$ cat src/rtl/ibex_rf_wr_ctrl.sv
// ibex_rf_wr_ctrl
// Register-file write-port controller. After reset, or on a scrub request,
// it writes WordZeroVal to registers 1..NUM_WORDS-1 (INIT). It then
// arbitrates WB-stage writes (fixed priority, never stalled) against LSU
// writes (request/grant). Every accepted write is staged one cycle before
// it reaches the register file.
//
// Ports
//   clk_i        sole clock
//   rst_ni       synchronous active-low reset
//   init_req_i   scrub request pulse (honoured in RUN when no write is accepted)
//   init_done_o  high while in RUN
//   we_wb_i      WB write strobe, no backpressure
//   waddr_wb_i   WB write address
//   wdata_wb_i   WB write data
//   req_lsu_i    LSU write request, held until granted
//   waddr_lsu_i  LSU write address
//   wdata_lsu_i  LSU write data
//   gnt_lsu_o    LSU grant, same cycle as the request
//   stall_wb_o   WB must not write in the next cycle
//   rf_we_o      register file write enable
//   rf_waddr_o   register file write address
//   rf_wdata_o   register file write data
//   err_o        one-cycle protocol-violation pulse
module ibex_rf_wr_ctrl #(
  parameter bit                   RV32E       = 1'b0,
  parameter int unsigned          DataWidth   = 32,
  parameter logic [DataWidth-1:0] WordZeroVal = '0,
  parameter int unsigned          MaxWait     = 4
) (
  input  logic                 clk_i,
  input  logic                 rst_ni,
  input  logic                 init_req_i,
  output logic                 init_done_o,
  input  logic                 we_wb_i,
  input  logic [4:0]           waddr_wb_i,
  input  logic [DataWidth-1:0] wdata_wb_i,
  input  logic                 req_lsu_i,
  input  logic [4:0]           waddr_lsu_i,
  input  logic [DataWidth-1:0] wdata_lsu_i,
  output logic                 gnt_lsu_o,
  output logic                 stall_wb_o,
  output logic                 rf_we_o,
  output logic [4:0]           rf_waddr_o,
  output logic [DataWidth-1:0] rf_wdata_o,
  output logic                 err_o
);

  localparam int unsigned NumWords = RV32E ? 32'd16 : 32'd32;
  localparam logic [4:0]  LastCnt  = 5'(NumWords - 1);

  typedef enum logic {
    S_INIT,
    S_RUN
  } state_e;

  state_e               r_state, w_state_nxt;
  logic [4:0]           r_cnt, w_cnt_nxt;
  logic [3:0]           r_wait, w_wait_nxt;
  logic                 r_we, w_we_nxt;
  logic [4:0]           r_waddr, w_waddr_nxt;
  logic [DataWidth-1:0] r_wdata, w_wdata_nxt;
  logic                 r_err, w_err_nxt;
  logic                 r_stall_q;

  logic                 w_run;
  logic                 w_scrub;
  logic                 w_gnt;
  logic                 w_stall;
  logic                 w_acc;
  logic                 w_bad_addr;
  logic [4:0]           w_acc_addr;
  logic [DataWidth-1:0] w_acc_data;

  assign w_run      = (r_state == S_RUN);
  assign w_scrub    = rst_ni & ~w_run;
  assign w_gnt      = rst_ni & w_run & req_lsu_i & ~we_wb_i;
  assign w_stall    = ~rst_ni | ~w_run | (32'(r_wait) >= MaxWait);
  assign w_acc      = w_run & (we_wb_i | w_gnt);
  assign w_acc_addr = we_wb_i ? waddr_wb_i : waddr_lsu_i;
  assign w_acc_data = we_wb_i ? wdata_wb_i : wdata_lsu_i;
  assign w_bad_addr = RV32E & w_acc_addr[4];

  always_comb begin
    w_state_nxt = r_state;
    w_cnt_nxt   = r_cnt;
    w_wait_nxt  = r_wait;
    w_we_nxt    = 1'b0;
    w_waddr_nxt = r_waddr;
    w_wdata_nxt = r_wdata;
    w_err_nxt   = 1'b0;
    case (r_state)
      S_INIT: begin
        // Track the scrub address so rf_* still shows the last write after INIT.
        w_waddr_nxt = r_cnt;
        w_wdata_nxt = WordZeroVal;
        w_err_nxt   = we_wb_i;
        w_wait_nxt  = '0;
        if (r_cnt == LastCnt) begin
          w_state_nxt = S_RUN;
          w_cnt_nxt   = 5'd1;
        end else begin
          w_cnt_nxt = r_cnt + 5'd1;
        end
      end
      S_RUN: begin
        if (w_acc) begin
          w_err_nxt = w_bad_addr | (we_wb_i & r_stall_q);
          if (!w_bad_addr && (w_acc_addr != '0)) begin
            w_we_nxt    = 1'b1;
            w_waddr_nxt = w_acc_addr;
            w_wdata_nxt = w_acc_data;
          end
        end else if (init_req_i) begin
          w_state_nxt = S_INIT;
          w_cnt_nxt   = 5'd1;
        end
        if (req_lsu_i && !w_gnt) begin
          w_wait_nxt = (r_wait == 4'hF) ? r_wait : r_wait + 4'd1;
        end else begin
          w_wait_nxt = '0;
        end
      end
      default: w_state_nxt = S_INIT;
    endcase
  end

  always_ff @(posedge clk_i) begin
    if (!rst_ni) begin
      r_state   <= S_INIT;
      r_cnt     <= 5'd1;
      r_wait    <= '0;
      r_we      <= 1'b0;
      r_waddr   <= '0;
      r_wdata   <= WordZeroVal;
      r_err     <= 1'b0;
      r_stall_q <= 1'b1;
    end else begin
      r_state   <= w_state_nxt;
      r_cnt     <= w_cnt_nxt;
      r_wait    <= w_wait_nxt;
      r_we      <= w_we_nxt;
      r_waddr   <= w_waddr_nxt;
      r_wdata   <= w_wdata_nxt;
      r_err     <= w_err_nxt;
      r_stall_q <= w_stall;
    end
  end

  // Scrub writes are decoded directly from state/cnt rather than staged, so
  // the first one appears in the cycle INIT is entered. Outputs are gated by
  // rst_ni so a reset asserted mid-cycle is visible before the clock edge.
  assign init_done_o = rst_ni & w_run;
  assign gnt_lsu_o   = w_gnt;
  assign stall_wb_o  = w_stall;
  assign rf_we_o     = rst_ni & (~w_run | r_we);
  assign rf_waddr_o  = w_scrub ? r_cnt : r_waddr;
  assign rf_wdata_o  = w_scrub ? WordZeroVal : r_wdata;
  assign err_o       = rst_ni & r_err;

endmodule

$ cat config.mk
export PLATFORM = sky130hd
export DESIGN_NAME = ibex_rf_wr_ctrl
export DESIGN_NICKNAME = d
export VERILOG_FILES = /design/src/rtl/ibex_rf_wr_ctrl.sv
export SDC_FILE = /design/constraint.sdc
export NUM_CORES = 1
export LEC_CHECK = 0
export CAP_MARGIN = 30
export CORE_AREA = 2 2 89 91
export DETAILED_ROUTE_END_ITERATION = 8
export DIE_AREA = 0 0 91 93
export GPL_TIMING_DRIVEN = 0
export PLACE_DENSITY = 0.75
export SLEW_MARGIN = 20
export SYNTH_ARGS = -nofsm -noshare
export SYNTH_HDL_FRONTEND = slang
export SYNTH_SLANG_ARGS = --single-unit
$ cat constraint.sdc
create_clock -name clk_i -period 1.94 [get_ports clk_i]
set_clock_uncertainty 0.05 [all_clocks]
set_input_delay 0.291 -clock clk_i [delete_from_list [all_inputs] [get_ports clk_i]]
set_output_delay 0.291 -clock clk_i [all_outputs]
set_load 0.02 [all_outputs]
# Word level (Yosys, flattened, before mapping)
# Index checks and enable logic that the tools add are counted.
dict set report word_totals {
  in_bits 79
  wordCells 63
  regBits 50
  out_inout_bits 42
}
dict set report op_classes {
  n_bitwise 15
  n_reduce_logical 6
  n_addsub 2
  eq_ne 7
  n_lt_le_gt_ge 1
  mux 24
}
# operator count
set ops {}
lappend ops {{32-bit 2-to-1 mux} 4}
lappend ops {{32-bit case mux with 2 select lines} 1}
lappend ops {{5-bit 2-to-1 mux} 7}
lappend ops {{5-bit case mux with 2 select lines} 2}
lappend ops {{1-bit AND} 8}
lappend ops {{4-bit 2-to-1 mux} 2}
lappend ops {{4-bit case mux with 2 select lines} 1}
lappend ops {{5-bit by 1-bit adder with 5-bit output (second input constant)} 1}
lappend ops {{5-bit equality test (second input constant)} 1}
lappend ops {{1-bit 2-to-1 mux} 5}
lappend ops {{5-bit nonzero test} 1}
lappend ops {{4-bit by 1-bit adder with 4-bit output (second input constant)} 1}
lappend ops {{4-bit equality test (second input constant)} 1}
lappend ops {{4-bit by 3-bit >= comparator with 1-bit output (second input constant)} 1}
lappend ops {{2-bit by 1-bit != test with 1-bit output (second input constant)} 2}
lappend ops {{2-bit != test (second input constant)} 2}
lappend ops {{1-bit OR} 4}
lappend ops {{1-bit case mux with 2 select lines} 2}
lappend ops {{2-bit AND reduction} 2}
lappend ops {{3-bit != test (second input constant)} 1}
lappend ops {{1-bit NOT} 3}
lappend ops {{3-bit AND reduction} 1}
lappend ops {{1-bit logical AND} 1}
lappend ops {{1-bit zero test} 1}

# Depth between registers and ports, before layout
# Gate-level depths: netlist of run 1.
dict set report logic_depth {
  depth_word 7
  depth_mapped 8
  mapped_depth_nobuf 6
}

# Worst setup path after synthesis of run 1
# No wires, ideal clock.
dict set report synth_path {
  kind {register to register}
  start {reg r_state}
  end {reg r_waddr[0]}
  stages_incl_launch_ff 8
  path_slack_ns 0.013
  setup_time_ns 0.117
  synth_period_minus_slack_ns 1.927
  t_arrival_ns 1.759
  required_time_ns 1.773
  path_cell_list {dfxtp_1 -> clkbuf_1 -> nand2_2 -> clkinv_1 -> o211a_1 -> buf_6 -> or3_1 -> a32o_1}
}
dict set report synth_via {
  elab_chain_len 7
}
# item line
set synth_rtl {}
lappend synth_rtl {{start, declared} 57} ;# state_e r_state, w_state_nxt;
lappend synth_rtl {{start signal, assigned} 139} ;# r_state <= w_state_nxt;
lappend synth_rtl {{1-bit AND} --}
lappend synth_rtl {{net init_done_o} 34} ;# output logic init_done_o,
lappend synth_rtl {{1-bit AND (2 in series)} 77} ;# assign w_gnt = rst_ni & w_run & req_lsu_i & ~we_wb_i;
lappend synth_rtl {{1-bit OR} 79} ;# assign w_acc = w_run & (we_wb_i | w_gnt);
lappend synth_rtl {{1-bit AND} 79}
lappend synth_rtl {{2-bit by 1-bit != test with 1-bit output (no line)} --}
lappend synth_rtl {{2-bit AND reduction (no line)} --}
lappend synth_rtl {{end signal, assigned} 143} ;# r_waddr <= w_waddr_nxt;
lappend synth_rtl {{end, declared} 61} ;# logic [4:0] r_waddr, w_waddr_nxt;
# The timed path passes the listed nets, and every way through them passes these cells.
# A chain may end at the register's enable or synchronous reset.

# Worst setup path in the final report of run 1
dict set report layout_path {
  start {in waddr_wb_i[1]}
  end {reg r_wdata[21]}
}
dict set report layout_via {
  elab_chain_len 4
}
# item line
set layout_rtl {}
lappend layout_rtl {{start, declared} 36} ;# input logic [4:0] waddr_wb_i,
lappend layout_rtl {{5-bit 2-to-1 mux} 80} ;# assign w_acc_addr = we_wb_i ? waddr_wb_i : waddr_lsu_i;
lappend layout_rtl {{5-bit nonzero test} 109} ;# if (!w_bad_addr && (w_acc_addr != '0)) begin
lappend layout_rtl {{2-bit by 1-bit != test with 1-bit output (no line)} --}
lappend layout_rtl {{2-bit AND reduction (no line)} --}
lappend layout_rtl {{end signal, assigned} 135} ;# r_wdata <= WordZeroVal;
lappend layout_rtl {{end signal, assigned} 144} ;# r_wdata <= w_wdata_nxt;
lappend layout_rtl {{end, declared} 62} ;# logic [DataWidth-1:0] r_wdata, w_wdata_nxt;
# Every way passes these cells.

==> impl_metrics.json, run 1 <==
{
  "outcome": "complete, no violations",
  "cp_max_fo": 7,
  "fin_crit_ns": 1.887,
  "peakVddDrop_mv": 0.3200,
  "die_h_um": 93,
  "worst_setup_path_end_kind": "register",
  "synth_area_leaders": "dfxtp_1 (36%), a211oi_2 (14%), mux2i_1 (12%), nor2b_1 (8.3%), nor3_1 (7.4%)",
  "clock-sinks": 50,
  "via_per_inst": 5.067,
  "finalSetupViolCount": 0,
  "clockPowerShare": 0.323,
  "nNetsFinal": 513,
  "synth_cells": 299,
  "grt_max_degree": 15,
  "gr-total-overflow": 0,
  "seq_area_frac_synth": 0.3600,
  "synthDistinctLibCells": 38,
  "core_mm2": 0.007527,
  "p_per_area_mw_per_mm2": 504.9,
  "leakage_nw": 1.888,
  "io-pin-count": 121,
  "detail-route-antenna-nets": 0,
  "synth_top_family_by_area": "simple AND/OR/NAND/NOR gates",
  "ys_ff_latch": 50,
  "cts_tree": "built",
  "fmax_mhz": 530.0,
  "worst_slew_pin_slew_ns": 0.7114,
  "grt_pass1_wl_mm": 12.99,
  "start_util": 0.3693,
  "cap_violations": 0,
  "dr.pass1.iters": 4,
  "cts_inserted_buffers": 5,
  "drcViolationCount": 0,
  "r2r_cells": 8,
  "yosys_warnings": 0,
  "n_fill_cell": 694,
  "vias": 2706,
  "crit_path_end": "r_wdata[21]",
  "synth.avg_cell_area_um2": 9.298,
  "synth.top_cell.area_share": 0.3600,
  "cts_max_level": 2,
  "first_iter_violations": 108,
  "dp.cells": 521,
  "wl_mm": 8.105,
  "grtUsageTotal": 0.1899,
  "io_buffers": 120,
  "antenna_cells": 0,
  "criticalPathCategory": "in2reg",
  "cts_buffer_depth": 2,
  "hold_viol_final": 0,
  "area_delta_synth_final_pct": 58.69,
  "synth_mux_area_frac": 0.1265,
  "p_switching_uw": 562.4,
  "synth_area_mm2": 0.002780,
  "min_path_type": "in2reg",
  "crit_required_ns": 2.12,
  "crit_path_start_kind": "input pin",
  "critPathArrivalTime_ns": 2.07,
  "yosysTopAreaCell": "dfxtp_1",
  "power.share.sequential": 0.471,
  "wl_per_cell_um": 15.18,
  "clk-insertion-delay-late_ns": 0.31,
  "relSlewSlack": 0.5257,
  "rows": 32,
  "combPwrFrac": 0.206,
  "drive_gt1_frac": 0.2384,
  "synthesis.nets": 381,
  "critPathLaunch": "waddr_wb_i[1]",
  "clk_pin_slew_ns": 0.09,
  "worstReg2RegEnd": "r_wdata[21]",
  "fp.dieW_um": 91,
  "synth_xor_area_frac": 0.003150,
  "stdcell_count": 534,
  "die-area_mm2": 0.008463,
  "fin_total_pwr_mw": 2.227,
  "grt_pass1_vias": 2758,
  "synth_fa_ha_area_frac": 0.01350,
  "root_buffer": "clkbuf_8",
  "sw_frac_of_total": 0.2525,
  "finalCritPeriodShare": 0.9725,
  "report.final.slew_viol_count": 0,
  "ff2ff_setup_slack_ns": 0.15,
  "grt_antenna_before_repair": 0,
  "p_int_mw": 1.665,
  "hpwl_mm": 5.820,
  "routabilityCongestion": 0.8434,
  "synth_compound_area_frac": 0.2124,
  "worstReg2RegStart": "r_state",
  "synth-simple-area-share": 0.2318
}
==> worst max-delay path, cell delays in order <==
cell             delay, ns
clkdlybuf4s15_1       0.19
or4_4                 0.54
o21a_1                0.21
or2_1                 0.24
buf_6                 0.16
buf_6                 0.12
buf_12                0.12
a211oi_2              0.19
==> placed cells by master (no fill, tap or decap), drive strengths merged, types with 2 or more instances in the layout <==
cell	count
dlymetal6s2s	2
a22oi	4
o22a	3
dfxtp	50
buf	23
inv	2
a211oi	32
mux2i	34
nand3	4
and2	2
o21a	2
or4	2
a31oi	3
nor3	41
clkdlybuf4s50	69
clkdlybuf4s15	17
dlygate4sd2	23
o31ai	3
clkbuf	23
or3	3
nor2b	37
o211a	2
ha	3
nand2	21
o21ai	7
a21oi	3
nor2	6
==> cells in the mapped netlist <==
cell      count
dfxtp_1      50
nor3_1       41
nor2b_1      37
mux2i_1      34
a211oi_2     30
nand2_1      20
clkbuf_1     14
o21ai_0       7
nor2_1        6
buf_6         5
a22oi_1       4
nand3_1       4
a21oi_1       3
a31oi_1       3
buf_1         3
buf_2         3
ha_1          3
o22a_1        3
o31ai_1       3
or3_1         3
a211oi_1      2
and2_1        2
inv_1         2
o211a_1       2
o21a_1        2
a21boi_0      1
a32o_1        1
and3_1        1
clkinv_1      1
mux2_2        1
nand2_2       1
nand2b_1      1
nand3b_1      1
nor3b_1       1
or2_1         1
or4_1         1
or4_4         1
xnor2_1       1
==> metrics by stage <==
stage	utilization	hold slack [ns]	setup TNS, ns	instance area (um^2)	worst slack (ns)
after detailed placement	0.5459	0.4071	-51.90	4109	-1.171
after global placement	0.5459	0.3956	-51.61	4109	-1.173
after global routing	0.5861	0.3637	-0.01482	4412	-0.01404
after floorplan	-	0.3819	0	2780	0.01320
after CTS	0.5866	0.4262	-0.2131	4415	-0.02591
final	0.5861	0.3401	0	4412	0.05338
==> routing by layer <==
| layer | up-vias | part of all wire | global-route usage |
|---|---|---|---|
| li1 | 1349 | - | - |
| met1 | 1255 | 0.44 | 0.2201 |
| met2 | 90 | 0.49 | 0.3414 |
| met3 | 12 | 0.057 | 0.04512 |
| met4 | 0 | 0.017 | 0.06818 |
| met5 | - | 0 | 0 |
==> worst min path at each step <==
stage                              from         end  slack [ns]  cells after the start
after floorplan               r_stall_q       r_err        0.38                      1
final                     waddr_wb_i[0]  r_waddr[0]        0.34                      4
after global routing      waddr_wb_i[0]  r_waddr[0]        0.36                      4
after global placement        r_stall_q       r_err        0.40                      1
after CTS                     r_stall_q       r_err        0.43                      1
after detailed placement      r_stall_q       r_err        0.41                      1
==> cells by family (layout without fill, tap and decap cells) <==
logic type      count (synthesis)  in the layout
flops                          50             50
xor+xnor                        1              1
buf+inv                        28            161
fa+ha+maj                       3              3
mux                            35             35
compound gates                 61             61
simple gates                  121            121
==> layout make-up <==
class / count / area, um^2 / share of cell area
clock buffer: 8 / 110.1 / 0.02496
sequential: 50 / 1005 / 0.2277
timing repair buffer: 126 / 1240 / 0.2811
inverter: 3 / 12.51 / 0.002836
tap: 102 / 127.6 / 0.02893
buffer: 24 / 217.7 / 0.04935
multi-input combinational: 221 / 1699 / 0.3851
==> power by group through the flow <==
stage | Sequential, mW | Clock [mW] | Combinational [mW]
2_1_floorplan | 1.07 | 0 | 0.200
5_1_grt | 1.05 | 0.767 | 0.496
3_3_place_gp | 1.07 | 0 | 0.419
3_5_place_dp | 1.07 | 0 | 0.423
6_report | 1.05 | 0.719 | 0.459
4_1_cts | 1.05 | 0.727 | 0.462
==> flip-flops by register name, indices dropped and copies added, names as in the netlist <==
| register | cells |
|---|---|
| r_cnt | 5 |
| r_err | 1 |
| r_stall_q | 1 |
| r_state | 1 |
| r_waddr | 5 |
| r_wait | 4 |
| r_wdata | 32 |
| r_we | 1 |
==> timing repair <==
action                     4_1_cts  5_1_grt
hold buffers                     0        0
hold endpoints to repair         0        0
setup endpoints to repair       81       49
cloned                           2        0
pin swaps                        2        7
buffers inserted                 2        2
resized for setup              127       30
Note: power is estimated with default switching activity, not from simulation.
==> inputs of run 2 (changes only) <==
HOLD_SLACK_MARGIN = 0.06   (was unset)
PLACE_DENSITY = 0.84   (was 0.75)
==> impl_metrics.json, run 2 (synthesis gave the netlist of run 1 again) <==
{
  "crit_path_start_kind": "input pin",
  "fin_crit_ns": 1.922,
  "grt_max_degree": 15,
  "clk-insertion-delay-late_ns": 0.30,
  "crit_required_ns": 2.12,
  "relSlewSlack": 0.5315,
  "stdcell_count": 533,
  "regArea_mm2": 0.001005,
  "fp.dieW_um": 91,
  "clock-sinks": 50,
  "n_fill_cell": 675,
  "core_mm2": 0.007527,
  "reg_top3": "r_wdata: 32 flops, r_cnt: 5 flops, r_waddr: 5 flops",
  "drive_gt1_frac": 0.2413,
  "worst_setup_path_end_kind": "register",
  "dr.pass1.iters": 4,
  "peakVddDrop_mv": 0.2804,
  "p_per_area_mw_per_mm2": 486.0,
  "fin_util": 0.5814,
  "io_buffers": 120,
  "hold_viol_final": 0,
  "cts_max_level": 2,
  "antenna_cells": 0,
  "multiInputGateArea_mm2": 0.001719,
  "cts_tree": "built",
  "grt_pass1_wl_mm": 13.10,
  "fmax_mhz": 520.3,
  "critPathArrivalTime_ns": 2.10,
  "first_iter_violations": 76,
  "largest_register_ffs": 32,
  "rows": 32,
  "start_util": 0.3693,
  "area_delta_synth_final_pct": 57.43,
  "vias": 2705,
  "grt_pass1_vias": 2780,
  "wl_mm": 8.036,
  "clk_pin_slew_ns": 0.09,
  "mostFrequentLayoutCells": "clkdlybuf4s50_1 (69), dfxtp_1 (49), nor2b_1 (36), mux2i_1 (34), a211oi_2 (30)",
  "die-area_mm2": 0.008463,
  "ff2ff_setup_slack_ns": 0.08,
  "outcome": "complete, no violations",
  "dp.cells": 521,
  "cap_violations": 0,
  "wl_per_cell_um": 15.08,
  "root_buffer": "clkbuf_8",
  "report.final.slew_viol_count": 0,
  "hpwl_mm": 5.959,
  "leakage_nw": 1.871,
  "finalSetupViolCount": 0,
  "criticalPathCategory": "in2reg",
  "routabilityCongestion": 0.8519,
  "min_path_type": "reg2reg",
  "drcViolationCount": 0,
  "top_register": "r_wdata",
  "cts_inserted_buffers": 5,
  "cp_max_fo": 6,
  "detail-route-antenna-nets": 0,
  "gr-total-overflow": 0,
  "via_per_inst": 5.075,
  "cts_buffer_depth": 2,
  "nNetsFinal": 512,
  "die_h_um": 93,
  "timing.hold.ws_ns": 0.4231,
  "final_common_cell": "clkdlybuf4s50_1",
  "grt_antenna_before_repair": 0,
  "worst_slew_pin_slew_ns": 0.7027,
  "finalCritPeriodShare": 0.9908,
  "io-pin-count": 121,
  "grtUsageTotal": 0.1903,
  "rsz0062_at_grt": "yes"
}
==> run 2: cell count changes in the layout (fill, tap and decap cells not counted), sizes merged <==
| cell | change |
|---|---|
| clkbuf | -3 |
| clkinv | +1 |
| buf | -3 |
| dlygate4sd2 | +4 |
==> run 2: path summary, 6_finish.rpt <==
kind / startpoint / end / depth (start not counted)
hold / removal: r_stall_q / r_err / 1
setup / recovery: waddr_lsu_i[3] / r_wdata[6] / 7
setup reg to reg: r_state / r_wdata[6] / 7
hold reg to reg: r_stall_q / r_err / 1
==> run 2: area by class of cell <==
cell class,instances,share of cell area
clock inverter,1,0.001144
buffer,24,0.04488
tap,102,0.02916
timing repair buffer,125,0.2799
inverter,3,0.002859
sequential,50,0.2296
clock buffer,7,0.01973
multi-input combinational,221,0.3928
==> run 2: routing by layer <==
metal / track usage / vias up / wire length (um)
li1: - / 1340 / -
met1: 0.2267 / 1260 / 3442
met2: 0.3401 / 91 / 3960
met3: 0.04754 / 14 / 483
met4: 0.05303 / 0 / 150
met5: 0 / - / 0
==> run 2: stage by stage <==
step | setup TNS, ns | setup slack, ns | power [mW] | cell area, um^2
finish | 0 | 0.01793 | 2.127 | 4377
global route | -0.1388 | -0.04329 | 2.222 | 4377
CTS | 0 | 0.0006042 | 2.138 | 4344
detailed placement | -50.91 | -1.117 | 1.498 | 4109
global placement | -49.73 | -1.107 | 1.489 | 4109
floorplan | 0 | 0.01320 | 1.271 | 2780
==> run 2: where the power goes <==
part	total [mW]	switching [mW]	internal, mW
Combinational	0.451	0.191	0.260
Sequential	1.05	0.0107	1.04
Clock	0.628	0.339	0.289
Total	2.13	0.541	1.59
==> run 2: worst max-delay path, stage by stage <==
cell and delay [ns]:
clkdlybuf4s15_1 0.19, or4_4 0.55, o211a_1 0.25, or2_1 0.22
buf_6 0.14, bufbuf_16 0.26, a211oi_2 0.20
==> run 2: timing repair <==
| action | 4_1_cts | 5_1_grt |
|---|---|---|
| gates resized for setup | 121 | 24 |
| hold buffers | 0 | 0 |
| cloned | 1 | 0 |
| setup buffers | 3 | 1 |
| endpoints found under the setup margin | 82 | 43 |
| pin swaps | 6 | 4 |
